**config.mk**
```make
export PLATFORM = sky130hd
export DESIGN_NAME = fetch_stage
export DESIGN_NICKNAME = d
export VERILOG_FILES = /design/src/rtl/fetch_stage.sv
export SDC_FILE = /design/constraint.sdc
export NUM_CORES = 1
export LEC_CHECK = 0
export BUFFER_PORTS_ARGS = -buffer_cell sky130_fd_sc_hd__buf_2
export CORE_MARGIN = 4
export CORE_UTILIZATION = 44
export DETAILED_ROUTE_END_ITERATION = 6
export PLACE_DENSITY_LB_ADDON = 0.3
export SLEW_MARGIN = 30
export SYNTH_ARGS = -nofsm -noshare
export SYNTH_HDL_FRONTEND = slang
export SYNTH_SLANG_ARGS = --single-unit
```
**constraint.sdc**
```tcl
create_clock -name clk -period 4.1 [get_ports clk]
set_input_delay 0.41 -clock clk [delete_from_list [all_inputs] [get_ports clk]]
set_output_delay 0.41 -clock clk [all_outputs]
set_load 0.05 [all_outputs]
```
**src/rtl/fetch_stage.sv**
```systemverilog
// Instruction-fetch stage with the IF/ID pipeline register.
// Holds the PC, inserts bubbles on memory wait states, flushes on branch and counts stalls.
module fetch_stage #(
    parameter int unsigned ADDR_W   = 16,
    parameter int unsigned INSTR_W  = 16,
    parameter logic [ADDR_W-1:0] RESET_PC = '0,
    parameter int unsigned PC_INC   = 2,
    parameter int unsigned CNT_W    = 16
) (
    input  logic               clk,
    input  logic               rst,
    input  logic               pc_write,
    input  logic               ifid_write,
    input  logic               branch_taken,
    input  logic [ADDR_W-1:0]  branch_target,
    output logic [ADDR_W-1:0]  imem_addr,
    input  logic [INSTR_W-1:0] imem_rdata,
    input  logic               imem_ready,
    output logic [INSTR_W-1:0] ifid_instr,
    output logic [ADDR_W-1:0]  ifid_pc,
    output logic [ADDR_W-1:0]  ifid_pc_plus,
    output logic               ifid_valid,
    output logic [3:0]         ifid_rs,
    output logic [3:0]         ifid_rt,
    output logic               fetch_stall,
    output logic [CNT_W-1:0]   stall_count
);

    localparam logic [ADDR_W-1:0] PcStep = ADDR_W'(PC_INC);
    localparam logic [CNT_W-1:0]  CntMax = '1;

    logic [ADDR_W-1:0]  pc_q, pc_d;
    logic [ADDR_W-1:0]  pc_seq;
    logic [ADDR_W-1:0]  redirect_pc;
    logic [INSTR_W-1:0] instr_q, instr_d;
    logic [ADDR_W-1:0]  ifpc_q, ifpc_d;
    logic [ADDR_W-1:0]  ifplus_q, ifplus_d;
    logic               valid_q, valid_d;
    logic [CNT_W-1:0]   cnt_q, cnt_d;
    logic               stall_cycle;

    assign pc_seq      = pc_q + PcStep;
    // Instruction addresses are halfword aligned; the target's bit 0 is discarded.
    assign redirect_pc = {branch_target[ADDR_W-1:1], 1'b0};

    always_comb begin
        pc_d = pc_q;
        if (branch_taken) begin
            pc_d = redirect_pc;
        end else if (pc_write && imem_ready) begin
            pc_d = pc_seq;
        end
    end

    always_comb begin
        instr_d  = instr_q;
        ifpc_d   = ifpc_q;
        ifplus_d = ifplus_q;
        valid_d  = valid_q;
        if (branch_taken) begin
            instr_d = '0;
            valid_d = 1'b0;
        end else if (ifid_write) begin
            if (imem_ready) begin
                instr_d  = imem_rdata;
                ifpc_d   = pc_q;
                ifplus_d = pc_seq;
                valid_d  = 1'b1;
            end else begin
                instr_d = '0;
                valid_d = 1'b0;
            end
        end
    end

    // A redirect edge is not a stall even if the hazard unit is also holding.
    assign stall_cycle = (~pc_write | ~imem_ready) & ~branch_taken;

    always_comb begin
        cnt_d = cnt_q;
        if (stall_cycle && (cnt_q != CntMax)) begin
            cnt_d = cnt_q + 1'b1;
        end
    end

    always_ff @(posedge clk) begin
        if (rst) begin
            pc_q     <= RESET_PC;
            instr_q  <= '0;
            ifpc_q   <= '0;
            ifplus_q <= '0;
            valid_q  <= 1'b0;
            cnt_q    <= '0;
        end else begin
            pc_q     <= pc_d;
            instr_q  <= instr_d;
            ifpc_q   <= ifpc_d;
            ifplus_q <= ifplus_d;
            valid_q  <= valid_d;
            cnt_q    <= cnt_d;
        end
    end

    assign imem_addr    = pc_q;
    assign fetch_stall  = ~imem_ready;
    assign ifid_instr   = instr_q;
    assign ifid_pc      = ifpc_q;
    assign ifid_pc_plus = ifplus_q;
    assign ifid_valid   = valid_q;
    assign ifid_rs      = instr_q[7:4];
    assign ifid_rt      = instr_q[3:0];
    assign stall_count  = cnt_q;

endmodule

```
=== Yosys cells after proc, flatten, opt, wreduce, memory -nomap -nowiden ===
Index checks and enable logic that the tools add are counted.

* Output and inout port bits: 90
* Input port bits: 38
* Logic and storage cells: 24
* Register bits after elaboration: 81

* Reduce and logical (&&, ||, !) cells: 5
* $add $sub $neg: 2
* Eq/ne operators: 1
* Mux-type cells: 4
* Bitwise logic cells: 5

{| class="wikitable"
|+ Operators by type and width
! kind !! number
|-
| $mux 16 || 3
|-
| $add 16x1->16 const B || 1
|-
| $add 16x2->16 const B || 1
|-
| $ne 16x16->1 const B || 1
|-
| $not 1->1 || 3
|-
| $reduce_and 3->1 || 1
|-
| $logic_and 1x1->1 || 2
|-
| $reduce_bool 2->1 || 1
|-
| $reduce_or 2->1 || 1
|-
| $and 1x1->1 || 1
|-
| $mux 1 || 1
|-
| $or 1x1->1 || 1
|}

=== Depth between registers and ports, before layout ===
Gate-level depths: netlist of run 1.

* Word-level depth: 4
* Gate-level depth with buffers: 7
* Depth with buffers taken out: 5

=== Least setup slack after synthesis of run 1 ===
Ideal clock, no wire load.

* Kind: register to register
* Start point: reg cnt_q[0] (netlist: stall_count[0])
* End point: reg cnt_q[1] (netlist: stall_count[1])
* Path slack: 1.887 ns
* Setup time: 0.128 ns
* Period minus slack after synthesis: 2.213 ns
* Data required time: 3.972 ns
* Data arrival time: 2.085 ns
* Path buffers: 2
* Cell stages (with the launch flop): 8
* Cells stage by stage: dfxtp_1 > ha_1 > nand4_1 > o41ai_2 > buf_2 > buf_6 > mux2i_1 > nor2_1

* Longest elaborated chain between the ends: 2
* Elaborated cells between the ends (all ways): 3
* Classes of those cells: 1 x add/sub; 1 x eq/ne; 1 x reduce/logical

{| class="wikitable"
|+ Ends and longest elaborated chain
! item !! RTL line !! text
|-
| start, declared || 39 || <nowiki>logic [CNT_W-1:0] cnt_q, cnt_d;</nowiki>
|-
| start signal, assigned || 100 || <nowiki>cnt_q <= cnt_d;</nowiki>
|-
| parallel branches: the longest is 2 deep, another holds $add 16x1->16 || - ||
|}

Parallel ways; which one is timed is not known.
A chain may end at the register's enable or synchronous reset.

=== Final worst setup path of run 1 ===
Same ends and word-level chain as after synthesis.

==> reports/qor.txt, run 1 <==
Leak Pwr = 0.001773 uW
total CTS buffers = 9
Seq/Total Area, Yosys = 45.04%
Resize count post-CTS = 0
Synth Cell Area = 3467 um^2
Cells after DPL = 600
Power per Cell Area = 389.0 nW/um^2
CTS tree = done
DP Wirelength = 6.271 mm
vias in the first global route = 3110
YS warnings = 0
Final Slew Violations = 0
total vias in the final route = 3272
remaining global-route overflow = 0
kind of critical path = flop to flop
CP peak stage delay = 0.68 ns
hold buffers post-CTS = 0
Tcrit/Tclk final = 53.11%
hold slack = 0.2904 ns
final core utilization = 55.32%
H-tree depth = 3
CORE AREA = 7687 um^2
number of enable flip-flop cells after synthesis = 0
outcome = complete, no violations
Die Width = 96.77 um
Tmin final = 2.177 ns
port bufs = 123
Worst slew margin = 49.32%
DRC = 0
DRT antenna net count = 0
Achievable Freq = 459.3 MHz
routed wire length = 8.915 mm
ANT cells = 0
Distinct cells, synth = 39
clk sinks = 78
Syn Inst Count = 408
VDD IR-drop max = 0.1709 mV
critical path startpoint category = flop
Layout Nets = 549
Clock Latency Late Sink = 0.34 ns
clock skew = 0.01245 ns
ranking of synthesized cells by area = dfxtp_1 (45%), nand2_1 (5.4%), nor2_1 (5.4%)
CP Capture Type = flop
Synth Flop Type = dfxtp_1
largest net degree at the start of global routing = 62
CP bufs+invs = 1
max cap viols = 0
I/O pin count = 128
Post CTS Setup Buffer Count = 0
Worst path slowest cell = o41ai_4
largest area contributor in the netlist = dfxtp_1
RSZ-0062 raised after global routing = no
worst-path cell chain = ha_1 > nand4_1 > o41ai_4 > buf_4 > mux2i_1 > nor2_1
Longest Clk Path Bufs = 2
Root Buffer = clkbuf_8
Hold Fails Final Rpt = 0
Rows = 32
initial core utilization = 45.10%
# setup viols final = 0
Synth async-reset ratio = 0%
global placer's final weighted congestion = 0.8071
DR pass1 iterations = 4
HP Class = input pin to flop
All-Layer GR Usage = 19.03%
Area Overhead vs Synth = 22.66%
CP required = 4.31 ns
mean number of vias per cell = 5.312
drt wl/cell = 14.47 um
initial antenna violation count = 0
Synth top area share = 45.04%
Die Ht = 96.77 um
Mean Syn Cell Area = 8.498 um^2
Worst-Margin Slew = 0.7580 ns
first-pass GRT wire length = 14.86 mm
worst-path fanout max = 14
setup TNS = 0 ns
initial detailed-routing violation count = 114
fillers = 769
fin cells = 616
overall power = 1654 uW
cell family with most CP delay = compound AO/OA/AOI/OAI gates
die area = 9363 um^2
share of layout cells above drive strength 1 = 29.77%
Worst EP arrival = 2.39 ns
Clock transition at path regs = 0.09 ns
Synth Register Bits = 78
==> through the flow <==
stage          area, um^2  setup slack [ns]
2_1_floorplan        3475             1.887
3_3_place_gp         4035             1.753
3_5_place_dp         4035             1.741
4_1_cts              4239             1.719
5_1_grt              4253             1.747
6_report             4253             1.923
==> sequential cells by signal, indices dropped and copies added, names as in the netlist <==
| signal | flops |
|---|---|
| ifid_valid | 1 |
| imem_addr | 15 |
| stall_count | 16 |
| ifid_pc_plus | 15 |
| ifid_instr | 16 |
| ifid_pc | 15 |
==> cell usage in the layout, fill, tap and decap left out, drive strengths merged, types with 4 or more instances in the layout <==
| cell | count |
|---|---|
| a211oi | 18 |
| a21oi | 32 |
| a22oi | 16 |
| a311oi | 9 |
| and2 | 4 |
| and4 | 4 |
| buf | 127 |
| clkbuf | 9 |
| dfxtp | 78 |
| inv | 8 |
| nand2 | 50 |
| nand3 | 13 |
| nand4 | 13 |
| nor2 | 50 |
| o21ai | 15 |
| o31ai | 7 |
| or3 | 14 |
| or4 | 7 |
| xor2 | 16 |
==> Yosys cell counts (2+ instances only) <==
cell type,n
xor2_1,16
a311oi_1,9
o21ai_0,15
buf_2,6
nor2_1,50
ha_1,2
clkbuf_1,17
and3_1,3
a21oi_1,32
and2_1,3
a22oi_1,16
buf_4,15
xnor2_1,3
dfxtp_1,78
and4_1,2
nand2_1,50
a211oi_1,18
nand3_1,12
nand4_1,12
o31ai_1,7
inv_1,5
or3_1,14
or4_1,7
==> cells by family after synthesis <==
kind of cell | synth area share [%]
and+or+nand+nor | 22.66
AOI/OAI and AO/OA | 19.45
DFF | 45.04
buffers and inverters | 6.929
xor gates and xnor gates | 4.800
adders and majority gates | 0.7216
other | 0.1082
muxes | 0.2887
==> cell type report <==
| cell class | count | area [um^2] | share of cell area (%) |
|---|---|---|---|
| Inverter | 6 | 22.52 | 0.5296 |
| Clock inverter | 7 | 80.08 | 1.883 |
| Tap cell | 102 | 127.6 | 3.001 |
| Clock buffer | 9 | 123.9 | 2.913 |
| Multi-Input combinational cell | 287 | 1692 | 39.78 |
| Sequential cell | 78 | 1562 | 36.72 |
| Timing Repair Buffer | 127 | 645.6 | 15.18 |
==> layer usage <==
layer | GRT usage, % | up-vias | part of all wire [%]
li1 | - | 1657 | -
met1 | 23.88 | 1522 | 44
met2 | 31.05 | 83 | 49
met3 | 5.335 | 10 | 5.5
met4 | 7.235 | 0 | 1.2
met5 | 0 | - | 0
==> path summary, 6_finish.rpt <==
kind                                             startpoint                           to  slack (ns)  cells past startpoint
worst min-delay path                         imem_rdata[10]  ifid_instr[10]$_SDFFE_PP0P_        0.29                      3
worst min register to register      ifid_pc[5]$_SDFFE_PP0P_      ifid_pc[5]$_SDFFE_PP0P_        0.45                      2
worst max-delay path            stall_count[0]$_SDFFE_PP0P_  stall_count[1]$_SDFFE_PP0P_        1.92                      6
worst max register to register  stall_count[0]$_SDFFE_PP0P_  stall_count[1]$_SDFFE_PP0P_        1.92                      6
==> power by group <==
| part | total (uW) | switching [uW] | internal (uW) |
|---|---|---|---|
| registers | 816 | 32.3 | 783 |
| clock network | 591 | 303 | 288 |
| logic | 248 | 182 | 65.8 |
| total | 1650 | 517 | 1140 |
==> worst reg2reg max path: stages, from the launching register on <==
cell	delay, ns
dfxtp_1	0.39
ha_1	0.27
nand4_1	0.20
o41ai_4	0.68
buf_4	0.27
mux2i_1	0.19
nor2_1	0.05
Note: power is estimated with default switching activity, not from simulation.
==> run 2: changes to the inputs <==
- ABC_AREA: default -> 1
- clock period: 4.1 -> 1.8 ns (I/O delays scaled with it)
==> run 2 against run 1 <==
Effect of this change:
- hold slack got worse by 0.22 ns
- core utilization increased by 0.13 points
- first-iteration DRC count increased by 54%
- combinational power increased to 2.6 times the previous value
- via count increased by 13%
- sequential share of layout area decreased by 2.2 points
- clock power increased by 91%
- worst setup slack got worse by 1.7 ns
- final area increased by 6.6%
- synthesized area increased by 6.5%
- critical path type unchanged
- largest cell class unchanged
==> reports/qor.txt, run 2 <==
outcome = complete, no violations
ranking of synthesized cells by area = dfxtp_1 (42%), nand2_1 (15%), nor2_1 (6.4%)
die area = 9921 um^2
port bufs = 123
fillers = 829
Area Overhead vs Synth = 22.77%
drt wl/cell = 13.16 um
kind of critical path = flop to flop
number of enable flip-flop cells after synthesis = 0
Final Slew Violations = 0
clock skew = 0.01027 ns
DP Wirelength = 7.459 mm
commonest non-fill, non-tap cell in the layout = nand2_1
Syn Inst Count = 532
CP required = 2.04 ns
Flop pwr share = 51.1%
I/O pin count = 128
Root Buffer = clkbuf_8
critical path depth = 7
Tcrit/Tclk final = 90.39%
Leak Pwr = 0.002193 uW
Worst path slowest cell = dfxtp_2
sw frac = 32.28%
Psw = 1165 uW
most common cell in the netlist = nand2_1
Seq/Total Area, Yosys = 42.29%
Worst Reg-to-Reg Cells = 7
Longest Clk Path Bufs = 2
Worst slew margin = 62.54%
Post CTS Setup Buffer Count = 0
max cap viols = 0
initial detailed-routing violation count = 175
most frequent cells in the layout = nand2_1 (151), buf_2 (123), dfxtp_1 (74), nor2_1 (63), inv_1 (49)
vias in the first global route = 3349
Int Pwr = 2445 uW
Die Width = 99.61 um
fin area = 4533 um^2
placed cell areas = 4367 um^2
CORE AREA = 8175 um^2
Die Ht = 99.61 um
first-pass GRT wire length = 15.96 mm
DR pass1 iterations = 5
Rows = 33
largest area contributor in the netlist = dfxtp_1
initial antenna violation count = 0
VDD IR-drop max = 0.3518 mV
All-Layer GR Usage = 19.91%
Worst-Margin Slew = 0.5606 ns
global placer's final weighted congestion = 0.8526
routed wire length = 9.976 mm
total CTS buffers = 9
RSZ-0062 raised after global routing = no
Hold Fails Final Rpt = 0
share of layout cells above drive strength 1 = 27.11%
ANT cells = 0
hold slack = 0.07172 ns
remaining global-route overflow = 0
Clk pwr share = 31.4%
worst-path cell chain = ha_1 > nand3_1 > nor2_2 > nand2_1 > xor2_1 > o21ai_0 > inv_1
# setup viols final = 0
H-tree depth = 3
Synth Flop Type = dfxtp_1
Clock transition at path regs = 0.08 ns
Synth top area share = 42.29%
Synth async-reset ratio = 0%
Achievable Freq = 614.6 MHz
YS warnings = 0
Clock Latency Late Sink = 0.35 ns
CP peak stage delay = 0.37 ns
clk sinks = 78
cell family with most CP delay = simple AND/OR/NAND/NOR gates
top cells by count, synth = nand2_1 (151), dfxtp_1 (78), nor2_1 (63)
Resize count post-CTS = 0
largest net degree at the start of global routing = 42
setup TNS = 0 ns
hold buffers post-CTS = 0
critical path startpoint category = flop
Power per Cell Area = 796.4 nW/um^2
worst-path fanout max = 6
Synth Cell Area = 3692 um^2
Layout Nets = 688
DRC = 0
CP Capture Type = flop
mean number of vias per cell = 4.896
Distinct cells, synth = 32
initial core utilization = 45.16%
HP Class = input pin to flop
CTS tree = done
CP bufs+invs = 1
Worst EP arrival = 1.87 ns
total vias in the final route = 3711
Mean Syn Cell Area = 6.940 um^2
hold path depth = 3
Logic pwr share = 17.5%
DRT antenna net count = 0
Synth Register Bits = 78
Tmin final = 1.627 ns
run 2: worst paths after layout:
| check | start | end | slack [ns] |
|---|---|---|---|
| worst min register to register | ifid_instr[13]$_SDFFE_PP0P_ | ifid_instr[13]$_SDFFE_PP0P_ | 0.47 |
| worst max-delay path | imem_addr[1]$_SDFFE_PP0P_ | ifid_pc_plus[9]$_SDFFE_PP0P_ | 0.17 |
| worst max register to register | imem_addr[1]$_SDFFE_PP0P_ | ifid_pc_plus[9]$_SDFFE_PP0P_ | 0.17 |
| worst min-delay path | imem_rdata[0] | ifid_instr[0]$_SDFFE_PP0P_ | 0.07 |
run 2: final cells by class:
cell class / instances / area [um^2] / share of cell area (%)
Clock buffer: 10 / 127.6 / 2.815
Inverter: 53 / 198.9 / 4.389
Sequential cell: 78 / 1567 / 34.56
Clock inverter: 6 / 38.79 / 0.8556
Timing Repair Buffer: 133 / 703.2 / 15.51
Multi-Input combinational cell: 373 / 1767 / 38.97
Tap cell: 105 / 131.4 / 2.898
run 2: layer usage:
layer	global-route usage (%)	wire, um	vias to the layer above
met5	0	0	-
met4	8.193	228	0
met3	4.067	621	18
met2	33.68	4948	108
met1	24.67	4178	1682
li1	-	-	1903
run 2: worst min-delay path, stage by stage:
cell and delay [ns]:
buf_2 0.09, nand2_1 0.05, a21oi_1 0.05
run 2: cells by family (layout without fill, tap and decap cells):
logic type	after synthesis	after routing	synth area share (%)
simple gates	253	253	28.19
fa+ha+maj	2	2	0.6776
flops	78	78	42.29
buf+inv	83	202	10.06
other cells	1	3	0.1016
xor+xnor	12	12	2.846
compound gates	103	103	15.83
run 2: power by group through the flow:
stage / combinational (uW) / clock [uW] / sequential, uW
floorplan: 241 / 0 / 2100
global placement: 628 / 0 / 1880
detailed placement: 634 / 0 / 1880
CTS: 636 / 1160 / 1840
global route: 682 / 1230 / 1850
finish: 633 / 1130 / 1840
run 2: stage by stage:
step	setup slack [ns]	util (%)	std cells	total power (uW)
CTS	0.1703	55.45	758	3643
detailed placement	0.1926	53.41	742	2518
finish	0.1730	55.45	758	3610
floorplan	0.04192	-	534	2346
global placement	0.1902	53.41	742	2508
global route	0.02997	55.45	758	3770
==> run 3: changes to the inputs <==
- PLACE_DENSITY: default -> 0.74
- PLACE_DENSITY_LB_ADDON: 0.3 -> default
==> run 3 against run 2 <==
Effect of this change:
- sequential power is essentially flat
- core utilization is 0.78 points higher
- final area is 1.4% higher
- register-to-register slack worse by 0.04 ns
- clock power is 37% higher
- largest power group unchanged
- first-iteration DRC count is 11% lower
- maximum frequency is 2.3% lower
==> reports/qor.txt, run 3 (same netlist as run 2, synthesis figures left out) <==
H-tree depth = 3
placed cell areas = 4362 um^2
Tmin final = 1.665 ns
Clock transition at path regs = 0.09 ns
DP Wirelength = 7.354 mm
Post CTS Setup Buffer Count = 0
first-pass GRT wire length = 16.09 mm
Worst EP arrival = 1.95 ns
clock skew = 0.01290 ns
RSZ-0062 raised after global routing = no
setup TNS = 0 ns
I/O pin count = 128
total CTS buffers = 9
Clock Latency Late Sink = 0.35 ns
GRT met1 Usage = 25.48%
Worst Slack Setup Final = 0.1355 ns
drt wl/cell = 13.00 um
routed wire length = 9.855 mm
# setup viols final = 0
CP required = 2.08 ns
HP Class = input pin to flop
largest net degree at the start of global routing = 39
grt peak-use layer = met2
kind of critical path = flop to flop
Multi-input gate area = 1767 um^2
Rows = 33
Die Ht = 99.61 um
All-Layer GR Usage = 19.87%
max cap viols = 0
Die Width = 99.61 um
commonest non-fill, non-tap cell in the layout = nand2_1
Worst-Margin Slew = 0.5308 ns
port bufs = 123
vias in the first global route = 3537
met3 Usage GRT = 5.259%
fillers = 791
CTS tree = done
outcome = complete, no violations
global placer's final weighted congestion = 0.8643
share of layout cells above drive strength 1 = 27.26%
Area Overhead vs Synth = 24.50%
remaining global-route overflow = 0
worst-path fanout max = 6
Hold Fails Final Rpt = 0
Worst slew margin = 64.57%
Leak Pwr = 0.002228 uW
initial antenna violation count = 0
overall power = 4020 uW
ANT cells = 0
Final Slew Violations = 0
DRC = 0
met2 Usage GRT = 32.95%
most frequent cells in the layout = nand2_1 (151), buf_2 (123), dfxtp_1 (74), nor2_1 (63), inv_1 (49)
Register Area = 1567 um^2
r2r setup slk = 0.14 ns
hold buffers post-CTS = 0
Achievable Freq = 600.8 MHz
DRT antenna net count = 0
clk sinks = 78
Resize count post-CTS = 0
Longest Clk Path Bufs = 2
Power per Cell Area = 874.4 nW/um^2
Layout Nets = 689
DR pass1 iterations = 5
initial core utilization = 45.16%
critical path startpoint category = flop
Place WS = 0.1738 ns
mean number of vias per cell = 4.923
initial detailed-routing violation count = 155
die area = 9921 um^2
Tcrit/Tclk final = 92.47%
Root Buffer = clkbuf_8
fin area = 4597 um^2
CP Capture Type = flop
total vias in the final route = 3732
VDD IR-drop max = 0.5518 mV
CORE AREA = 8175 um^2
[run 3: changes by cell type in the layout (fill, tap and decap cells not counted), sizes merged]
| cell | delta |
|---|---|
| buf | +1 |
| clkinvlp | -1 |
| bufinv | +3 |
| clkinv | -2 |
| clkbuf | -1 |
[run 3: final cells by class]
cell class	instances	share of cell area, %
well taps	105	2.858
clock buffers	9	2.695
repair buffers	134	15.19
clock inverters	6	2.422
multi-input cells	373	38.43
flip-flops and latches	78	34.08
inverters	53	4.328
[run 3: critical path, cell delays in order (launching register included)]
cell	delay, ns
dfxtp_2	0.39
ha_1	0.20
nand3_1	0.19
nor2_2	0.29
nand2_1	0.11
xor2_1	0.20
nand2_1	0.10
a21oi_1	0.13
[run 3: metrics by stage]
step / std cells / util, % / hold slack (ns)
2_1_floorplan: 534 / - / 0.3247
3_3_place_gp: 743 / 53.35 / 0.4343
3_5_place_dp: 743 / 53.35 / 0.4393
4_1_cts: 758 / 56.23 / 0.05960
5_1_grt: 758 / 56.23 / 0.06876
6_report: 758 / 56.23 / 0.07610
[run 3: worst paths after layout]
kind,startpoint,to,depth (start not counted)
worst min-delay path,imem_rdata[5],ifid_instr[5]$_SDFFE_PP0P_,3
worst max-delay path,imem_addr[1]$_SDFFE_PP0P_,imem_addr[9]$_SDFFE_PP0P_,7
worst min register to register,ifid_valid$_SDFFE_PP0P_,ifid_valid$_SDFFE_PP0P_,2
worst max register to register,imem_addr[1]$_SDFFE_PP0P_,imem_addr[9]$_SDFFE_PP0P_,7
[run 3: routing by layer]
metal / vias to the layer above / routed length [um]
li1: 1913 / -
met1: 1664 / 4314
met2: 144 / 4572
met3: 11 / 861
met4: 0 / 106
met5: - / 0
[run 3: power breakdown]
group          switching, uW  total, uW  internal, uW
sequential              56.9       1850          1790
combinational            469        621           152
clock                    637       1550           913
